--- config.mk ---
export PLATFORM = sky130hd
export DESIGN_NAME = nx_ram_port_ctrl
export DESIGN_NICKNAME = d
export VERILOG_FILES = /design/src/rtl/nx_ram_port_ctrl.sv
export SDC_FILE = /design/constraint.sdc
export NUM_CORES = 1
export LEC_CHECK = 0
export ABC_AREA = 1
export CORE_MARGIN = 8
export CORE_UTILIZATION = 49
export DETAILED_ROUTE_END_ITERATION = 8
export GPL_TIMING_DRIVEN = 0
export PLACE_DENSITY = 0.91
export SYNTH_ARGS = -nofsm -noshare
export SYNTH_HDL_FRONTEND = slang
export SYNTH_SLANG_ARGS = --single-unit
--- constraint.sdc ---
create_clock -name clk_i -period 4.15 [get_ports clk_i]
set_input_delay 1.0375 -clock clk_i [delete_from_list [all_inputs] [get_ports clk_i]]
set_output_delay 1.0375 -clock clk_i [all_outputs]
set_load 0.01 [all_outputs]
--- src/rtl/nx_ram_port_ctrl.sv ---
// nx_ram_port_ctrl: initiator-side front end for one nx_ram port.
// Requests pass straight through to the RAM. Read data is captured one cycle
// after the read into a small response FIFO. A credit scheme (queued entries
// plus the read in flight) keeps the FIFO from ever overflowing, so the
// response channel can stall freely without losing data.
module nx_ram_port_ctrl #(
  parameter int ADDRESS_WIDTH = 10,
  parameter int DATA_WIDTH    = 36,
  parameter int RSP_DEPTH     = 3
) (
  input  logic                     clk_i,
  input  logic                     rst_i,
  input  logic [ADDRESS_WIDTH-1:0] req_addr_i,
  input  logic [DATA_WIDTH-1:0]    req_wr_data_i,
  input  logic                     req_wr_en_i,
  input  logic                     req_valid_i,
  output logic                     req_ready_o,
  output logic [DATA_WIDTH-1:0]    rsp_data_o,
  output logic                     rsp_valid_o,
  input  logic                     rsp_ready_i,
  output logic [ADDRESS_WIDTH-1:0] ram_addr_o,
  output logic [DATA_WIDTH-1:0]    ram_wr_data_o,
  output logic                     ram_wr_en_o,
  output logic                     ram_en_o,
  input  logic [DATA_WIDTH-1:0]    ram_rd_data_i,
  output logic                     idle_o
);

  localparam int PTR_W = (RSP_DEPTH > 1) ? $clog2(RSP_DEPTH) : 1;
  localparam int OCC_W = $clog2(RSP_DEPTH + 1);
  localparam logic [PTR_W-1:0] PTR_LAST = PTR_W'(RSP_DEPTH - 1);
  localparam logic [OCC_W-1:0] OCC_FULL = OCC_W'(RSP_DEPTH);
  localparam logic [OCC_W:0]   CREDITS  = (OCC_W + 1)'(RSP_DEPTH);

  logic [DATA_WIDTH-1:0] fifo_q [RSP_DEPTH];
  logic [PTR_W-1:0]      wr_ptr_q, wr_ptr_d;
  logic [PTR_W-1:0]      rd_ptr_q, rd_ptr_d;
  logic [OCC_W-1:0]      occ_q, occ_d;
  logic                  inflight_q, inflight_d;
  logic [OCC_W:0]        used;
  logic                  rd_accept;
  logic                  push;
  logic                  pop;

  // Credits count every read that has been accepted but not yet popped;
  // ready depends only on registers (and reset), never on the channel inputs.
  assign used        = {1'b0, occ_q} + {{OCC_W{1'b0}}, inflight_q};
  assign req_ready_o = ~rst_i & (used < CREDITS);

  assign ram_en_o      = req_valid_i & req_ready_o;
  assign ram_wr_en_o   = ram_en_o & req_wr_en_i;
  assign ram_addr_o    = req_addr_i;
  assign ram_wr_data_o = req_wr_data_i;

  assign rd_accept   = ram_en_o & ~req_wr_en_i;
  // RAM read data is valid exactly while the in-flight flag is set.
  assign push        = inflight_q;
  assign rsp_valid_o = (occ_q != '0);
  assign pop         = rsp_valid_o & rsp_ready_i;
  assign rsp_data_o  = rsp_valid_o ? fifo_q[rd_ptr_q] : '0;
  assign idle_o      = ~inflight_q & (occ_q == '0);

  // Next-state for pointers (wrapping at any depth), occupancy and in-flight flag.
  always_comb begin
    inflight_d = rd_accept;
    wr_ptr_d   = wr_ptr_q;
    rd_ptr_d   = rd_ptr_q;
    occ_d      = occ_q;
    if (push) wr_ptr_d = (wr_ptr_q == PTR_LAST) ? '0 : wr_ptr_q + 1'b1;
    if (pop)  rd_ptr_d = (rd_ptr_q == PTR_LAST) ? '0 : rd_ptr_q + 1'b1;
    if (push && !pop)      occ_d = occ_q + 1'b1;
    else if (pop && !push) occ_d = occ_q - 1'b1;
  end

  // Control state; reset discards the read in flight and all queued entries.
  always_ff @(posedge clk_i or posedge rst_i) begin
    if (rst_i) begin
      wr_ptr_q   <= '0;
      rd_ptr_q   <= '0;
      occ_q      <= '0;
      inflight_q <= 1'b0;
    end else begin
      wr_ptr_q   <= wr_ptr_d;
      rd_ptr_q   <= rd_ptr_d;
      occ_q      <= occ_d;
      inflight_q <= inflight_d;
    end
  end

  // FIFO storage needs no reset: entries are only visible through occupancy.
  always_ff @(posedge clk_i) begin
    if (push) fifo_q[wr_ptr_q] <= ram_rd_data_i;
  end

  // Credits guarantee a free slot for every capture.
  a_no_overflow: assert property (@(posedge clk_i) disable iff (rst_i)
    !(push && !pop && (occ_q == OCC_FULL)));

endmodule

==> flow_summary.json <==
{
  "status": "complete, no violations",
  "reg2reg_from": "occ_q[0]",
  "crit_path_cell_trace": "clkdlybuf4s50_1 > inv_1 > nand3_1 > inv_1 > nand2_1 > nor2_1 > clkdlybuf4s50_1",
  "synth.area.mux_share_pct": 0,
  "max_freq_ghz": 0.270,
  "cts_tree": "built",
  "post_cts_buffers": 0,
  "hold-worst-slack_ps": 544,
  "synth_top_family_by_area": "simple AND/OR/NAND/NOR gates",
  "ys_warn_count": 0,
  "stdcell_count": 734,
  "finalPower_w": 0.00443,
  "fillers": 717,
  "grt.total_usage_pct": 19.0,
  "synth_common_cells": "nand2_1, edfxtp_1, nand3_1",
  "clock_skew_ps": 5.02,
  "worstReg2RegEnd": "occ_q[1]",
  "clkTransAtPathRegs_ps": 50,
  "crit_start": "rst_i",
  "cts_buffers": 17,
  "cts_buffer_depth": 2,
  "gp_congestion": 0.730,
  "synth-compound-area-share_pct": 0.296,
  "hp-class": "reg2reg",
  "design.core.area_mm2": 0.0102,
  "hpwl_mm": 9.04,
  "grt_overflow": 0,
  "diodes": 0,
  "die_y_um": 118,
  "wire_per_inst_um": 17.7,
  "grt_pass1_vias": 3856,
  "synthCells": 440,
  "drive_above_1_share_pct": 16.7,
  "reg2reg_slack_ps": 2430,
  "ant_nets": 0,
  "finalCritPeriodShare_pct": 89.3,
  "place_inst": 704,
  "remaining_drc_errors": 0,
  "setup.worst_path.end": "ram_wr_en_o",
  "syn_avg_cell_area_um2": 11.5,
  "cellLeakagePower_nw": 2.95,
  "ctsHoldBuffers": 0,
  "pin_count": 174,
  "syn_nets": 530,
  "post-synth-top-count-cell": "nand2_1",
  "r2r_cells": 9,
  "port_buffers": 127,
  "drtIter0Drc": 195,
  "worst-endpoint-arrival_ps": 2670,
  "routed_wl_mm": 13.0,
  "crit_slowest_cell": "clkdlybuf4s50_1",
  "synth-adder-area-share_pct": 0.739,
  "synth.area.top_cells": "edfxtp_1, nand2_1, nand3_1",
  "synthSimpleGateAreaFrac_pct": 17.6,
  "synth_edf_count": 108,
  "antenna_found_initial": 0,
  "syn2layout_area_growth_pct": 38.8,
  "path_class": "in2out",
  "ys_seq_area_share_pct": 67.3,
  "fin_tns_setup_ps": 0,
  "hold_viol": 0,
  "cts-root-buf": "clkbuf_8",
  "worst_pin_slew_ps": 844,
  "layout.nets": 677,
  "clk_latency_ps": 510,
  "finalCriticalPeriod_ps": 3710,
  "dpl_cell_area_mm2": 0.00655,
  "maxSlewViolCount": 0,
  "firstDrtPassIters": 4,
  "synth_xor_area_share_pct": 0.173,
  "max_slew_margin_pct": 43.6,
  "slowest_delay_ps": 540,
  "rsz0062_at_grt": "false",
  "row_count": 37,
  "vias_per_cell": 4.93,
  "netlist-cell-type-count": 18,
  "grt_pass1_wl_mm": 20.3,
  "design_area_mm2": 0.00705,
  "synthFlopType": "edfxtp_1",
  "dieArea_mm2": 0.0139,
  "cts_num_sinks": 115,
  "critPathCaptureType": "primary output",
  "async_reset_ff_share_pct": 6.09,
  "finalSetupViolations": 0,
  "peakVddDrop_mv": 0.362,
  "vias": 3615,
  "die_w_um": 118,
  "cts_resized": 0,
  "worstPathRequired_ps": 3110,
  "synth_top_area_cell": "edfxtp_1",
  "synth_top_area_share_pct": 63.9,
  "power_density_mw_per_mm2": 628,
  "syn_area_mm2": 0.00508,
  "grt_max_degree": 37,
  "critPathMaxFanout": 8,
  "cts_max_level": 4,
  "cp-start-kind": "input pin",
  "initial_core_util_pct": 49.8,
  "ys_ff_latch": 115,
  "drv_cap": 0
}
[critical path: cells and delay by family]
kind / cells / cell delay [ps]
buffers and inverters: 4 / 1310
and+or+nand+nor: 3 / 320
[sequential cells by signal, summed over array words and instances, names as in the netlist]
name	flops
fifo_q	108
occ_q	2
rd_ptr_q	2
wr_ptr_q	2
inflight_q	1
[layout make-up]
type	count	area, µm²	share of cell area (%)
repair buffers	128	1300	18.4
clock inverters	10	68.8	0.977
inverters	50	188	2.66
plain buffers	64	514	7.30
well taps	136	170	2.41
clock buffers	20	425	6.04
multi-input cells	211	963	13.7
flip-flops and latches	115	3420	48.5
[cell families after synthesis]
kind of cell               after synthesis
AOI/OAI and AO/OA                        3
xor gates and xnor gates                 1
and+or+nand+nor                        204
buffers and inverters                  114
DFF                                    115
adders and majority gates                3
[metrics by stage]
stage,setup slack (ps),utilization (%)
finish,443,69.2
global route,339,69.2
CTS,421,69.2
detailed placement,440,64.3
global placement,510,64.0
floorplan,1430,-
[power breakdown]
group	switching, W	internal (W)
Sequential	0.0000501	0.00137
Clock	0.000465	0.000768
Combinational	0.000937	0.000837
Total	0.00145	0.00297
[cells in the final DEF (no fill, tap or decap), drive strengths merged, types with 3 or more instances in the layout]
master and count:
clkdlybuf4s50 127, nand3 77, ha 3, buf 65, o21ai 3, dfrtp 7, nand2 121, clkbuf 20
nor2 5, clkinv 9, edfxtp 108, inv 50
[how the worst min path moves through the flow]
stage / from / depth (start not counted) / end / slack [ps]
floorplan: occ_q[1] / 2 / occ_q[1] / 470
global placement: occ_q[1] / 2 / occ_q[1] / 490
detailed placement: occ_q[0] / 1 / occ_q[0] / 530
CTS: occ_q[0] / 1 / occ_q[0] / 540
global route: occ_q[0] / 1 / occ_q[0] / 570
finish: occ_q[0] / 1 / occ_q[0] / 540
[metal layers]
layer / share of wire (%) / global-route usage, % / vias to the layer above / routed length (µm)
li1: - / - / 1713 / -
met1: 37 / 18.9 / 1699 / 4780
met2: 54 / 34.8 / 177 / 6990
met3: 7.7 / 7.00 / 26 / 1010
met4: 1.9 / 8.25 / 0 / 244
met5: 0 / 0 / - / 0
No activity file was read; power rests on OpenSTA's default activity.
